### src/rtl/mem_stage.sv
// Memory stage: one-outstanding data-memory access with alignment checking,
// byte-lane steering for stores and lane extraction/extension for loads.
module mem_stage #(
    parameter int DATA_W = 32,
    parameter int RA_W   = 4
) (
    input  logic                   clk,
    input  logic                   rst_n,
    input  logic                   in_valid,
    input  logic                   in_load,
    input  logic                   in_store,
    input  logic [1:0]             in_size,
    input  logic                   in_signed,
    input  logic [DATA_W-1:0]      in_addr,
    input  logic [DATA_W-1:0]      in_wdata,
    input  logic [DATA_W-1:0]      in_alu_result,
    input  logic [RA_W-1:0]        in_rd_addr,
    output logic                   stall_out,
    output logic                   misalign_err,
    output logic                   dmem_req,
    output logic                   dmem_we,
    output logic [DATA_W-1:0]      dmem_addr,
    output logic [3:0]             dmem_be,
    output logic [DATA_W-1:0]      dmem_wdata,
    input  logic                   dmem_ack,
    input  logic [DATA_W-1:0]      dmem_rdata,
    output logic [RA_W+DATA_W-1:0] wb_params_out  // {rd_addr, rd_data}
);
    typedef enum logic [1:0] {IDLE, BUSY, DONE} state_t;

    state_t            state, next_state;
    logic [1:0]        lat_size, lat_off;
    logic              lat_signed, lat_store;
    logic [RA_W-1:0]   lat_rd;
    logic [DATA_W-1:0] rdata_q;

    logic              is_mem, misaligned, accept;
    logic [3:0]        be_calc;
    logic [DATA_W-1:0] wdata_calc, shifted, load_data;

    assign is_mem     = in_load | in_store;
    assign misaligned = (in_size == 2'b01 && in_addr[0]) ||
                        (in_size == 2'b10 && in_addr[1:0] != 2'b00) ||
                        (in_size == 2'b11);
    assign accept     = (state == IDLE) && in_valid && is_mem && !misaligned;

    always_comb begin
        be_calc    = 4'b1111;
        wdata_calc = in_wdata;
        case (in_size)
            2'b00: begin
                be_calc    = 4'b0001 << in_addr[1:0];
                wdata_calc = {(DATA_W/8){in_wdata[7:0]}};
            end
            2'b01: begin
                be_calc    = in_addr[1] ? 4'b1100 : 4'b0011;
                wdata_calc = {(DATA_W/16){in_wdata[15:0]}};
            end
            default: ;
        endcase
    end

    // Loads read the whole word; pick the addressed lane back out here.
    assign shifted = rdata_q >> {lat_off, 3'b000};
    always_comb begin
        case (lat_size)
            2'b00:   load_data = {{(DATA_W-8){lat_signed & shifted[7]}}, shifted[7:0]};
            2'b01:   load_data = {{(DATA_W-16){lat_signed & shifted[15]}}, shifted[15:0]};
            default: load_data = shifted;
        endcase
    end

    always_comb begin
        next_state    = state;
        stall_out     = 1'b0;
        misalign_err  = 1'b0;
        wb_params_out = '0;
        case (state)
            IDLE: begin
                if (in_valid && !is_mem)
                    wb_params_out = {in_rd_addr, in_alu_result};
                else if (in_valid && misaligned)
                    misalign_err = 1'b1;
                else if (accept) begin
                    stall_out  = 1'b1;
                    next_state = BUSY;
                end
            end
            BUSY: begin
                stall_out = 1'b1;
                if (dmem_ack) next_state = DONE;
            end
            DONE: begin
                if (!lat_store) wb_params_out = {lat_rd, load_data};
                next_state = IDLE;
            end
            default: next_state = IDLE;
        endcase
        // Combinational outputs must also drop the instant reset asserts.
        if (!rst_n) begin
            stall_out     = 1'b0;
            misalign_err  = 1'b0;
            wb_params_out = '0;
        end
    end

    always_ff @(posedge clk or negedge rst_n) begin
        if (!rst_n) begin
            state      <= IDLE;
            dmem_req   <= 1'b0;
            dmem_we    <= 1'b0;
            dmem_addr  <= '0;
            dmem_be    <= '0;
            dmem_wdata <= '0;
            lat_size   <= '0;
            lat_off    <= '0;
            lat_signed <= 1'b0;
            lat_store  <= 1'b0;
            lat_rd     <= '0;
            rdata_q    <= '0;
        end else begin
            state <= next_state;
            if (accept) begin
                dmem_req   <= 1'b1;
                dmem_we    <= in_store;
                dmem_addr  <= {in_addr[DATA_W-1:2], 2'b00};
                dmem_be    <= be_calc;
                dmem_wdata <= wdata_calc;
                lat_size   <= in_size;
                lat_off    <= in_addr[1:0];
                lat_signed <= in_signed;
                lat_store  <= in_store;
                lat_rd     <= in_rd_addr;
            end else if (state == BUSY && dmem_ack) begin
                dmem_req <= 1'b0;
                dmem_we  <= 1'b0;
                rdata_q  <= dmem_rdata;
            end
        end
    end
endmodule

### config.mk
export PLATFORM = sky130hd
export DESIGN_NAME = mem_stage
export DESIGN_NICKNAME = d
export VERILOG_FILES = /design/src/rtl/mem_stage.sv
export SDC_FILE = /design/constraint.sdc
export NUM_CORES = 1
export LEC_CHECK = 0
export BUFFER_PORTS_ARGS = -buffer_cell sky130_fd_sc_hd__buf_4
export CAP_MARGIN = 20
export CORE_AREA = 5 5 153 119
export DETAILED_ROUTE_END_ITERATION = 12
export DIE_AREA = 0 0 158 124
export HOLD_SLACK_MARGIN = 0.15
export SYNTH_ARGS = -nofsm -noshare
export SYNTH_HDL_FRONTEND = slang
export SYNTH_SLANG_ARGS = --single-unit
### constraint.sdc
create_clock -name clk -period 4.8 [get_ports clk]
set_clock_uncertainty 0.1 [all_clocks]
set_input_delay 0.72 -clock clk [delete_from_list [all_inputs] [get_ports clk]]
set_output_delay 0.72 -clock clk [all_outputs]
set_load 0.05 [all_outputs]
* Word-level counts from Yosys, hierarchy flattened
Cells that the tools add are included.
** Cells by class
- Equal/unequal tests :: 10
- Shifts and indexed selects :: 2
- Mux-type cells :: 25
- Bitwise gates (word level) :: 4
- Reduce and logical (&&, ||, !) cells :: 19
** Operator list (number)
- 32-bit case mux with 2 select lines :: 2
- 36-bit 2-to-1 mux :: 3
- 36-bit case mux with 2 select lines :: 1
- 32-bit by 5-bit right shift with 32-bit output :: 1
- 1-bit 2-to-1 mux :: 11
- 1-bit logical AND :: 8
- 2-bit 2-to-1 mux :: 4
- 2-bit != test (second input constant) :: 4
- 4-bit case mux with 2 select lines :: 1
- 2-bit by 1-bit equality test with 1-bit output (second input constant) :: 3
- 2-bit equality test (second input constant) :: 3
- 2-bit logical NOT :: 3
- 4-bit 2-to-1 mux :: 1
- 2-bit case mux with 2 select lines :: 1
- 4-bit AND reduction :: 1
- 2-bit nonzero test :: 2
- 1-bit by 2-bit left shift with 4-bit output (first input constant) :: 1
- 1-bit bitwise AND :: 2
- 1-bit logical NOT :: 2
- 1-bit logical OR :: 2
- 1-bit case mux with 2 select lines :: 1
- 2-bit AND reduction :: 1
- 1-bit NOT :: 1
- 1-bit bitwise OR :: 1
** Word-level totals
- Flip-flop bits (word level) :: 112
- Bits of input ports :: 141

* Logic depth before layout (Yosys ltp)
Gate-level depths: netlist of run 1.
- Word-level depth :: 11
- Gate-level depth with buffers :: 7
- Mapped depth without buffers :: 4

* Worst setup path after synthesis of run 1
No wires, ideal clock.
- Kind :: input to output
- Start point :: input in_addr[0]
- End point :: output stall_out
- Arrival :: 2.695 ns
- Setup slack :: 1.285 ns
- Stages :: 5
- Buffers on the path :: 1
- Cell sequence :: clkbuf_2 nor3_1 o211ai_2 nor2b_1 nor3b_1
** Between the ends
- Word-level cells in the longest chain between the ends :: 11
- Elaborated cells between the ends (all ways) :: 13
** RTL lines
- start, declared :: RTL line 14 : input logic [DATA_W-1:0] in_addr,
- 2-bit nonzero test :: RTL line 43 : (in_size == 2'b10 && in_addr[1:0] != 2'b00) ||
- 1-bit logical AND :: RTL line 43
- 1-bit logical OR (*) :: RTL line 42 : assign misaligned = (in_size == 2'b01 && in_addr[0]) ||
- 1-bit logical OR (*) :: RTL line 43
- 1-bit logical NOT :: RTL line 45 : assign accept = (state == IDLE) && in_valid && is_mem && !misaligned;
- 1-bit logical AND :: RTL line 45
- 1-bit 2-to-1 mux :: RTL line 84 : else if (accept) begin
- 1-bit 2-to-1 mux (*) :: RTL line 82 : else if (in_valid && misaligned)
- 1-bit 2-to-1 mux (*) :: RTL line 80 : if (in_valid && !is_mem)
- 1-bit case mux with 2 select lines (*) :: RTL line 78 : case (state)
- 1-bit 2-to-1 mux (*) :: RTL line 100 : if (!rst_n) begin
- end, declared :: RTL line 18 : output logic stall_out,
Every way passes the cells marked *; elsewhere a longest branch is shown, timed or not.

* Worst setup path after layout of run 1
- Start point :: register state[0]
- End point :: output wb_params_out[20]
** Between the ends
- Word-level cells in the longest chain between the ends :: 3
- Elaborated cells between the ends (all ways) :: 4
** RTL lines
- start, declared :: RTL line 31 : state_t state, next_state;
- start signal, assigned :: RTL line 122 : state <= next_state;
- 2-bit equality test / 2-bit logical NOT (equally long branches) :: RTL line 78
- 36-bit case mux with 2 select lines (*) :: RTL line 78
- 36-bit 2-to-1 mux (*) :: RTL line 100
- end, declared :: RTL line 27 : output logic [RA_W+DATA_W-1:0] wb_params_out
Marked as above.

==> impl_metrics.env, run 1 <==
export IMPL_outcome="finished clean"
export IMPL_crit_required_ps=3980
export IMPL_synth_commonest_cells="nand2_1, dfrtp_1, mux2_2"
export IMPL_cts_sinks=112
export IMPL_worstMarginPinSlew_ps=1050
export IMPL_cts_hold_buf=0
export IMPL_yosysMostFrequentCell="nand2_1"
export IMPL_path_max_fanout=16
export IMPL_antenna_found_initial=0
export IMPL_grt_pass1_vias=5000
export IMPL_cp_startpoint="state[0]"
export IMPL_yosys_warnings=0
export IMPL_clk_path_buf_depth=2
export IMPL_cp_end_kind="output port"
export IMPL_layout_nets=926
export IMPL_finalCritPeriodShare_pct=78.4
export IMPL_dr_wl_met2_um=8580
export IMPL_yosysTopAreaCellShare_pct=48.1
export IMPL_wl_met1_um=8220
export IMPL_seqPwrFrac_pct=36.7
export IMPL_grt_max_degree=99
export IMPL_yosysSeqAreaShare_pct=48.1
export IMPL_grt_ovfl_total=0
export IMPL_coreArea_um2=16500
export IMPL_total_power_mw=4.17
export IMPL_pwr_share_clk_pct=18.5
export IMPL_slew_headroom_pct=29.8
export IMPL_worst_r2r_cell_count=4
export IMPL_crit_chain="nor3b_4 -> nand2_2 -> a2111oi_4 -> o21bai_1 -> buf_4"
export IMPL_p_per_area_nw_per_um2=517
export IMPL_cts_tree="done"
export IMPL_io_pins=249
export IMPL_grt_pass1_wl_um=27900
export IMPL_instances_no_fill=1005
export IMPL_fillCellCount=1580
export IMPL_drive_above_1_share_pct=43.7
export IMPL_swShare_pct=42.9
export IMPL_maxSlewViolCount=0
export IMPL_crit_path_max_incr_delay_ps=760
export IMPL_synth_seq_cells=112
export IMPL_hpwlAfterDp_um=14100
export IMPL_p_leak_nw=3.93
export IMPL_die_w_um=158
export IMPL_synth_edff_count=0
export IMPL_vdd_drop_max_mv=0.251
export IMPL_drc=0
export IMPL_p_comb_share_pct=44.8
export IMPL_dieArea_um2=19600
export IMPL_reg2reg_slack_ps=2570
export IMPL_met3_length_um=1540
export IMPL_avgSynthCellArea_um2=10.3
export IMPL_cp_arrival_ps=2940
export IMPL_power_switching_mw=1.79
export IMPL_r2r_start="state[0]"
export IMPL_crit_type="reg2out"
export IMPL_dp_cells=988
export IMPL_cts_made_buffers=9
export IMPL_rsz0062_at_grt="no"
export IMPL_synthCells=563
export IMPL_cts_resized=0
export IMPL_crit_path_top_delay_cell="a2111oi_4"
export IMPL_area_delta_synth_final_pct=38.6
export IMPL_hold_class="in2async"
export IMPL_max_freq_mhz=266
export IMPL_ys_types=49
export IMPL_vias_per_cell=5.04
export IMPL_postRouteWirelength_um=18600
export IMPL_finalSetupViolCount=0
export IMPL_endpoint="wb_params_out[20]"
export IMPL_start_util_pct=35.4
export IMPL_post_cts_setup_buffer_count=0
export IMPL_synthFlopType="dfrtp_1"
export IMPL_wire_per_inst_um=18.5
export IMPL_synth_top_area_cell="dfrtp_1"
export IMPL_postRouteAntennaNets=0
export IMPL_yosys_top_cells_area="dfrtp_1, mux2_2, nand2_1"
export IMPL_p_int_mw=2.38
export IMPL_dieHeight_um=124
export IMPL_gp_congestion=0.921
export IMPL_cts_htree_levels=3
export IMPL_vias=5065
export IMPL_startpoint_type="flop"
export IMPL_drt_iter0_markers=390
export IMPL_netlist_area_um2=5820
export IMPL_numPortBuffers=246
export IMPL_worstReg2RegEnd="lat_off[0]"
export IMPL_firstDrtPassIters=5
export IMPL_clock_root_buffer="clkbuf_16"
export IMPL_grt_usage_pct=18.4
export IMPL_n_antenna_cell=0
export IMPL_clkTransAtPathRegs_ps=70
export IMPL_clk_latency_ps=340
export IMPL_highest_layer="met4"
export IMPL_finalCriticalPeriod_ps=3760
export IMPL_synthArstFlopShare_pct=100
export IMPL_rows=41
export IMPL_hold_viol=0
export IMPL_setup_tns_ps=0
export IMPL_cap_violations=0
==> final cells by class <==
class / instances / area (µm²) / area share, %
timing repair buffer: 254 / 1910 / 23.7
sequential: 112 / 2800 / 34.7
tap: 215 / 269 / 3.33
inverter: 4 / 15.0 / 0.186
clock inverter: 4 / 52.6 / 0.651
multi-input combinational: 404 / 2760 / 34.2
clock buffer: 12 / 256 / 3.18
==> worst min path at each step <==
stage	start	endpoint	slack, ps	cells after the start
global placement	dmem_req	dmem_req	360	2
global route	rst_n	rdata_q[1]	290	1
CTS	rst_n	rdata_q[1]	260	1
detailed placement	rdata_q[0]	rdata_q[0]	370	2
floorplan	rst_n	dmem_addr[10]	320	0
finish	rst_n	rdata_q[1]	240	1
==> state kept, by name (all words and copies together) (netlist names) <==
signal      count
lat_signed      1
dmem_be         4
state           2
dmem_we         1
lat_off         2
dmem_addr      30
lat_store       1
lat_rd          4
rdata_q        32
dmem_wdata     32
dmem_req        1
lat_size        2
==> layer usage <==
metal / vias up / global-route usage, %
li1: 2406 / -
met1: 2463 / 26.4
met2: 178 / 27.5
met3: 18 / 5.28
met4: 0 / 4.69
met5: - / 0
==> metrics by stage <==
step | worst slack [ps] | util, % | instance area [µm²] | hold WS (ps)
2_1_floorplan | 1290 | - | 5830 | 324
3_3_place_gp | 1450 | 47.0 | 7750 | 362
3_5_place_dp | 1310 | 47.0 | 7750 | 369
4_1_cts | 1020 | 48.9 | 8060 | 258
5_1_grt | 822 | 49.0 | 8070 | 287
6_report | 1040 | 49.0 | 8070 | 242
==> cells by family after synthesis <==
group	after synthesis	share of synthesized area [%]
xor+xnor	2	0.301
compound gates	110	12.5
buf+inv	48	4.68
simple gates	193	14.7
other cells	1	0.0644
flops	112	48.1
mux	97	19.6
==> placed cells by master (no fill, tap or decap), drive strengths merged, types with 2 or more instances in the layout <==
cell type	count
o21bai	9
and3	4
dfrtp	112
o21ai	45
mux4	8
nor3b	4
nand2	138
nor3	3
or2	2
o311ai	2
nor2	26
inv	4
mux2i	34
o211ai	2
mux2	55
a221o	7
a22oi	21
xor2	2
a22o	2
buf	254
nand2b	2
conb	2
nand3b	9
clkinvlp	3
a21oi	17
clkbuf	12
==> power groups by stage <==
stage               sequential (mW)  combinational, mW  clock (mW)
floorplan                      2.06              0.700           0
global placement               1.53               1.86           0
detailed placement             1.54               1.88           0
CTS                            1.53               1.88       0.799
global route                   1.57               1.99       0.831
finish                         1.53               1.87       0.770
==> worst max-delay path: cells and delay by family (launching register included) <==
kind | cells | cell delay (ps)
compound gates | 2 | 980
buf+inv | 1 | 220
flops | 1 | 470
simple gates | 2 | 910
(Power assumes the default switching activity.)
==> run 2, diff against run 1 <==
clock period = 3.6 ns   (was 4.8 ns; I/O delays follow)
==> run 2 against run 1 <==
Net effect: count of clock-buffer cells in the layout decreased by 1; core utilization about the same; clock power increased by 25%; register-to-register slack got worse by 1200 ps.
==> impl_metrics.env, run 2 (synthesis gave the netlist of run 1 again) <==
export IMPL_outcome="finished clean"
export IMPL_clkTransAtPathRegs_ps=80
export IMPL_maxSlewViolCount=0
export IMPL_postRouteAntennaNets=0
export IMPL_vias_per_cell=5.03
export IMPL_numPortBuffers=246
export IMPL_hold_ws_ps=269
export IMPL_final_cell_mix="buf_4, nand2_1, dfrtp_1"
export IMPL_cts_tree="done"
export IMPL_dieHeight_um=124
export IMPL_drive_above_1_share_pct=43.8
export IMPL_reg_largest_list="dmem_wdata: 32 flops, rdata_q: 32 flops, dmem_addr: 30 flops"
export IMPL_hold_viol=0
export IMPL_fillCellCount=1544
export IMPL_clk_latency_ps=350
export IMPL_p_leak_nw=3.93
export IMPL_cts_sinks=112
export IMPL_worstMarginPinSlew_ps=1060
export IMPL_rows=41
export IMPL_post_cts_setup_buffer_count=0
export IMPL_drt_iter0_markers=342
export IMPL_cap_violations=0
export IMPL_layout_nets=928
export IMPL_antenna_found_initial=0
export IMPL_grt_max_degree=99
export IMPL_vdd_drop_max_mv=0.311
export IMPL_slew_headroom_pct=29.4
export IMPL_grt_usage_pct=18.6
export IMPL_grt_pass1_wl_um=28200
export IMPL_setup_tns_ps=0
export IMPL_io_pins=249
export IMPL_clock_root_buffer="clkbuf_16"
export IMPL_finalCriticalPeriod_ps=3270
export IMPL_start_util_pct=35.4
export IMPL_multi_input_area_um2=2760
export IMPL_crit_chain="nor3b_4 -> nand2_2 -> a2111oi_4 -> o21bai_1 -> buf_4"
export IMPL_wire_per_inst_um=18.7
export IMPL_gp_congestion=0.950
export IMPL_clk_path_buf_depth=2
export IMPL_crit_type="reg2out"
export IMPL_vias=5066
export IMPL_fin_util_pct=49.0
export IMPL_rsz0062_at_grt="no"
export IMPL_path_max_fanout=16
export IMPL_p_per_area_nw_per_um2=681
export IMPL_hold_class="in2reg"
export IMPL_cts_hold_buf=0
export IMPL_drc=0
export IMPL_firstDrtPassIters=5
export IMPL_crit_path_top_delay_cell="a2111oi_4"
export IMPL_seq_area_um2=2800
export IMPL_grt_pass1_vias=5087
export IMPL_area_delta_synth_final_pct=38.6
export IMPL_postRouteWirelength_um=18900
export IMPL_cts_resized=0
export IMPL_finalSetupViolCount=0
export IMPL_cp_arrival_ps=2630
export IMPL_coreArea_um2=16500
export IMPL_final_common_cell="buf_4"
export IMPL_crit_path_max_incr_delay_ps=750
export IMPL_startpoint_type="flop"
export IMPL_cp_end_kind="output port"
export IMPL_n_antenna_cell=0
export IMPL_grt_ovfl_total=0
export IMPL_hpwlAfterDp_um=14500
export IMPL_finalCritPeriodShare_pct=90.9
export IMPL_max_freq_mhz=305
export IMPL_cts_made_buffers=9
export IMPL_crit_required_ps=2960
export IMPL_cts_htree_levels=3
export IMPL_die_w_um=158
export IMPL_dieArea_um2=19600
## run 2: final cells by class
type                       instances  area share [%]
clock inverter                     5           0.496
inverter                           4           0.186
sequential                       112            34.7
tap                              215            3.33
clock buffer                      11            3.01
multi-input combinational        404            34.2
timing repair buffer             256            24.1
## run 2: final timing paths
check                               startpoint                 to  slack, ps  cells after the start
worst max-delay path                  state[0]  wb_params_out[20]        330                      5
worst max register to register        state[0]      dmem_addr[25]       1340                      4
max in group asynchronous                rst_n      dmem_addr[29]       2580                      2
min in group asynchronous                rst_n         rdata_q[2]        290                      2
worst min register to register  dmem_wdata[13]     dmem_wdata[13]        380                      2
worst min-delay path            dmem_rdata[10]        rdata_q[10]        270                      3
## run 2: metal layers
metal	global-route usage, %	up-vias	part of all wire (%)
met5	0	-	0
met4	5.65	0	1.8
met3	6.15	24	9.2
met2	28.2	204	46
met1	25.5	2438	43
li1	-	2400	-
## run 2: per-stage QoR
step	instance area (µm²)	setup slack, ps	std cells	power, mW
finish	8070	326	1007	5.50
global route	8070	143	1007	5.80
CTS	8040	345	1006	5.55
detailed placement	7760	737	990	4.56
global placement	7760	804	990	4.51
floorplan	5830	445	564	3.68
## run 2: critical path: cells and delay by family, from the launching register on
| family | cells | cell delay, ps |
|---|---|---|
| buffers and inverters | 1 | 220 |
| AND/OR/NAND/NOR | 2 | 610 |
| flip-flops | 1 | 470 |
| AO/OA/AOI/OAI | 2 | 970 |
## run 2: power breakdown
part	leakage, nW	switching [mW]	internal (mW)
logic	2.44	1.55	0.931
clock network	0.128	0.472	0.493
registers	1.36	0.382	1.67
